`src/rtl/jups_core_pkg.sv`:
```
// Shared definitions for the JUPS core: process/OS state encoding and core-wide constants.
package jups_core_pkg;

    typedef enum logic [1:0] {
        USER   = 2'd0,
        SWITCH = 2'd1,
        OS     = 2'd2
    } core_state_e;

    localparam int QUANTUM  = 20;
    localparam int CNT_W    = 5;
    localparam int PC_W     = 32;
    localparam int SW_CNT_W = 8;

    // First OS instruction executed after a context switch; the PC controller jumps here.
    localparam logic [PC_W-1:0] OS_ENTRY_PC = 32'h0000_0003;

endpackage

```
`src/rtl/quantum_counter.sv`:
```
// Time-slice counter for the running user process; captures the interrupted PC on a
// context switch and holds the slice count at zero until the OS returns control.
module quantum_counter
    import jups_core_pkg::*;
#(
    parameter int Q_LEN     = QUANTUM,
    parameter int Q_CNT_W   = CNT_W,
    parameter int Q_PC_W    = PC_W,
    parameter int Q_SW_W    = SW_CNT_W
) (
    input  logic                clock,
    input  logic                reset_n,
    input  logic                instr_retire,
    input  logic                stall,
    input  logic                enable_so,
    input  logic                end_proc,
    input  logic                so_return,
    input  logic [Q_PC_W-1:0]   pc_curr,
    output logic [Q_CNT_W-1:0]  pc_counter,
    output logic                user_mode,
    output logic [Q_PC_W-1:0]   saved_pc,
    output logic                saved_pc_valid,
    output logic                preempted,
    output logic [Q_SW_W-1:0]   switch_count
);

    localparam logic [Q_CNT_W-1:0] QUANTUM_C = Q_CNT_W'(Q_LEN);

    core_state_e          state_q, state_d;
    logic [Q_CNT_W-1:0]   cnt_q, cnt_d;
    logic                 user_mode_q, user_mode_d;
    logic [Q_PC_W-1:0]    saved_pc_q, saved_pc_d;
    logic                 saved_valid_q, saved_valid_d;
    logic                 preempted_q, preempted_d;
    logic [Q_SW_W-1:0]    sw_cnt_q, sw_cnt_d;

    always_comb begin
        // NOTE: every signal gets a hold value first so no path through the case infers a latch.
        state_d       = state_q;
        cnt_d         = cnt_q;
        saved_pc_d    = saved_pc_q;
        saved_valid_d = saved_valid_q;
        preempted_d   = preempted_q;
        sw_cnt_d      = sw_cnt_q;

        unique case (state_q)
            USER: begin
                if (enable_so) begin
                    // Switch wins over a same-cycle retire; so_return is meaningless here.
                    state_d       = SWITCH;
                    saved_pc_d    = pc_curr;
                    saved_valid_d = 1'b1;
                    preempted_d   = (cnt_q == QUANTUM_C) && !end_proc;
                    sw_cnt_d      = sw_cnt_q + Q_SW_W'(1);
                    cnt_d         = '0;
                end else if (instr_retire && !stall && (cnt_q != QUANTUM_C)) begin
                    cnt_d = cnt_q + Q_CNT_W'(1);
                end
            end
            SWITCH: begin
                state_d = OS;
                cnt_d   = '0;
            end
            OS: begin
                cnt_d = '0;
                if (so_return) begin
                    state_d       = USER;
                    saved_valid_d = 1'b0;
                end
            end
            default: begin
                state_d = USER;
                cnt_d   = '0;
            end
        endcase

        user_mode_d = (state_d == USER);
    end

    always_ff @(posedge clock or negedge reset_n) begin
        if (!reset_n) begin
            state_q       <= USER;
            cnt_q         <= '0;
            user_mode_q   <= 1'b1;
            saved_pc_q    <= '0;
            saved_valid_q <= 1'b0;
            preempted_q   <= 1'b0;
            sw_cnt_q      <= '0;
        end else begin
            // NOTE: non-blocking so every register samples the pre-edge value of the others.
            state_q       <= state_d;
            cnt_q         <= cnt_d;
            user_mode_q   <= user_mode_d;
            saved_pc_q    <= saved_pc_d;
            saved_valid_q <= saved_valid_d;
            preempted_q   <= preempted_d;
            sw_cnt_q      <= sw_cnt_d;
        end
    end

    assign pc_counter     = cnt_q;
    assign user_mode      = user_mode_q;
    assign saved_pc       = saved_pc_q;
    assign saved_pc_valid = saved_valid_q;
    assign preempted      = preempted_q;
    assign switch_count   = sw_cnt_q;

endmodule

```
`config.mk`:
```
export PLATFORM = sky130hd
export DESIGN_NAME = quantum_counter
export DESIGN_NICKNAME = d
export VERILOG_FILES = /design/src/rtl/jups_core_pkg.sv /design/src/rtl/quantum_counter.sv
export SDC_FILE = /design/constraint.sdc
export NUM_CORES = 1
export LEC_CHECK = 0
export ABC_AREA = 0
export BUFFER_PORTS_ARGS = -buffer_cell sky130_fd_sc_hd__buf_4
export CORE_ASPECT_RATIO = 1.2
export CORE_UTILIZATION = 53
export CTS_BUF_LIST = sky130_fd_sc_hd__clkbuf_4
export CTS_CLUSTER_DIAMETER = 80
export DETAILED_ROUTE_END_ITERATION = 8
export GPL_TIMING_DRIVEN = 0
export HOLD_SLACK_MARGIN = 0.08
export PLACE_DENSITY = 0.84
export SYNTH_ARGS = -nofsm -noshare
export SYNTH_HDL_FRONTEND = slang
export SYNTH_SLANG_ARGS = --single-unit
```
`constraint.sdc`:
```
create_clock -name clock -period 2.9 [get_ports clock]
set_input_delay 0.29 -clock clock [delete_from_list [all_inputs] [get_ports clock]]
set_output_delay 0.29 -clock clock [all_outputs]
set_load 0.01 [all_outputs]
```
==> impl_metrics.tcl <==
set metrics [dict create \
    outcome "completed" \
    drtIter0Drc 82 \
    clock_sinks 50 \
    num_io_pins 87 \
    cp-start-kind "flip-flop" \
    syn_inst 214 \
    leakagePower_nw 1.535 \
    grt_setup_unrepaired "no" \
    fin_skew_ns 0.01887 \
    fin_tns_setup_ns 0 \
    ys.warnings.count 0 \
    fp.dieW_um 58.75 \
    final_area_um2 2858 \
    rows 24 \
    place_area_um2 2759 \
    critPathCaptureType "flip-flop" \
    port_buffers 86 \
    wl_mm 4.470 \
    dp_hpwl_mm 3.162 \
    hold_path.class "in2reg" \
    drc 0 \
    required_ns 3.18 \
    ir_drop_mv 0.5539 \
    synth_nets 256 \
    syn_area_um2 2048 \
    grt_max_degree 51 \
    dieArea_um2 4118 \
    dp_cells 352 \
    yosys.area.top_type "dfrtp_1" \
    crit_arrival_ns 1.93 \
    grt_pass1_vias 1600 \
    cts_tree "yes" \
    num-nets-final 351 \
    period_needed_ns 1.649 \
    hold_viol 0 \
    drt_first_pass_iters 4 \
    initial_utilization_pct 55.91 \
    fmax_ghz 0.6066 \
    grt_pass1_wl_mm 6.996 \
    antenna_cells 0 \
    area_growth_pct 39.52 \
    htreeDepth 2 \
    grt_antenna_before_repair 0 \
    cap_violations 0 \
    cts-resized-gates 0 \
    core_area_um2 3664 \
    syn_avg_cell_area_um2 9.571 \
    clockRootBuffer "clkbuf_4" \
    via_count 1770 \
    setup_violations 0 \
    fin_crit_sh_pct 56.85 \
    worst_pin_slew_ns 0.5963 \
    gp_congestion 0.7994 \
    p_per_area_nw_per_um2 939.0 \
    cts.clk_slew.worst_paths_ns 0.15 \
    gr-total-overflow 0 \
    yosysSeqAreaShare_pct 61.15 \
    ys_ff_latch 50 \
    die_h_um 70.10 \
    cp_max_fo 5 \
    wire_per_inst_um 12.35 \
    critPathKind "reg2reg" \
    cts_buffers 5 \
    yosysTopAreaCellShare_pct 59.87 \
    relSlewSlack_pct 60.25 \
    drive_above_1_share_pct 34.19 \
    nFillCells 280 \
    grt_use_total_pct 22.70 \
    yosys.cell_types.count 30 \
    yosys-top-cells-area "dfrtp_1 (60%), nand2_1 (19%), xnor2_1 (2.1%)" \
    stdcell_count 362 \
    drtAntennaViolNets 0 \
    vias_per_cell 4.890 \
    clk_path_buf_depth 2 \
    clk_latency_ns 0.37 \
    finalMaxSlewViolations 0 \
]
## cell usage in the layout (no fill, tap or decap), types with 2 or more instances in the layout
| master | n |
|---|---|
| dfrtp_1 | 49 |
| or3_1 | 2 |
| buf_4 | 87 |
| buf_6 | 2 |
| nand4_1 | 4 |
| nand2_1 | 101 |
| xnor2_1 | 5 |
| dlygate4sd3_1 | 2 |
| clkbuf_4 | 6 |
| a21oi_1 | 5 |
| xor2_1 | 2 |
| nor3_1 | 2 |
| ha_1 | 3 |
| inv_1 | 6 |
| nand3_1 | 5 |
| o21ai_0 | 7 |
| buf_2 | 5 |
## per-layer routing
metal | global-route usage (%) | wire (µm) | vias up
li1 | - | - | 879
met1 | 27.93 | 1881 | 823
met2 | 37.50 | 2303 | 60
met3 | 5.926 | 205 | 8
met4 | 8.995 | 80 | 0
met5 | 0 | 0 | -
## final cells by class
type,instances,area [µm²],area share [%]
repair buffers,88,665.6,23.29
clock buffers,6,45.04,1.576
well taps,52,65.06,2.277
inverters,7,26.28,0.9194
multi-input cells,149,714.4,25.00
plain buffers,8,55.05,1.926
flip-flops and latches,50,1252,43.83
clock inverters,2,33.78,1.182
## worst max-delay path: stages (launching register included)
cell and delay (ns):
dfrtp_1 0.45, inv_1 0.08, ha_1 0.22, and4b_1 0.22, or4_1 0.46, a21oi_1 0.15
## kinds of logic after synthesis
family                     synth area share (%)
AOI/OAI and AO/OA                         4.154
xor gates and xnor gates                  2.993
adders and majority gates                 1.833
buffers and inverters                     3.970
DFF                                       61.15
and+or+nand+nor                           25.90
## cells in the mapped netlist
master and number:
a21oi_1 5, and3_1 1, and4b_1 1, buf_2 5, buf_4 1, buf_6 2
dfrtp_1 49, dfstp_2 1, ha_1 3, inv_1 6, inv_2 1, nand2_1 101
nand2b_1 1, nand3_1 5, nand4_1 4, nand4b_1 1, nor2_1 1, nor2b_1 1
nor3_1 2, nor3_2 1, o21ai_0 7, o311ai_0 1, o31ai_1 1, o41ai_1 1
or3_1 2, or3b_2 1, or3b_4 1, or4_1 1, xnor2_1 5, xor2_1 2
## worst paths after layout
kind                       slack (ns)                     endpoint                        start  depth (start not counted)
max                              1.25    pc_counter[3]$_DFFE_PN0P_    pc_counter[0]$_DFFE_PN0P_                          5
min                               0.1     saved_pc[14]$_DFFE_PN0P_                  pc_curr[14]                          3
max reg2reg                      1.25    pc_counter[3]$_DFFE_PN0P_    pc_counter[0]$_DFFE_PN0P_                          5
min reg2reg                      0.48  switch_count[7]$_DFFE_PN0P_  switch_count[7]$_DFFE_PN0P_                          1
max in group asynchronous        2.02    pc_counter[3]$_DFFE_PN0P_                      reset_n                          2
min in group asynchronous        0.46     saved_pc[20]$_DFFE_PN0P_                      reset_n                          2
## power breakdown
group / switching (mW) / total [mW] / leakage [nW] / internal [mW]
clock: 0.210 / 0.399 / 0.0433 / 0.189
combinational: 0.560 / 1.11 / 0.869 / 0.553
sequential: 0.194 / 1.17 / 0.623 / 0.978
## state kept, by name, indices dropped and copies added (netlist names)
register / cells
saved_pc_valid: 1
preempted: 1
saved_pc: 32
switch_count: 8
pc_counter: 5
user_mode: 1
state_q: 2
## per-stage QoR
step / total power, mW / hold WS [ns] / worst slack, ns / util [%]
finish: 2.684 / 0.09759 / 1.251 / 78.01
CTS: 2.700 / 0.08728 / 1.252 / 77.73
floorplan: 1.704 / -0.005591 / 1.350 / -
detailed placement: 2.304 / 0.3434 / 1.279 / 75.31
global placement: 2.258 / 0.3479 / 1.329 / 75.31
global route: 2.864 / 0.08469 / 1.182 / 78.01
## timing repair
action,CTS,global route
hold buffers,1,1
buffers inserted,0,0
hold endpoints to repair,49,1
(Power assumes the default switching activity.)
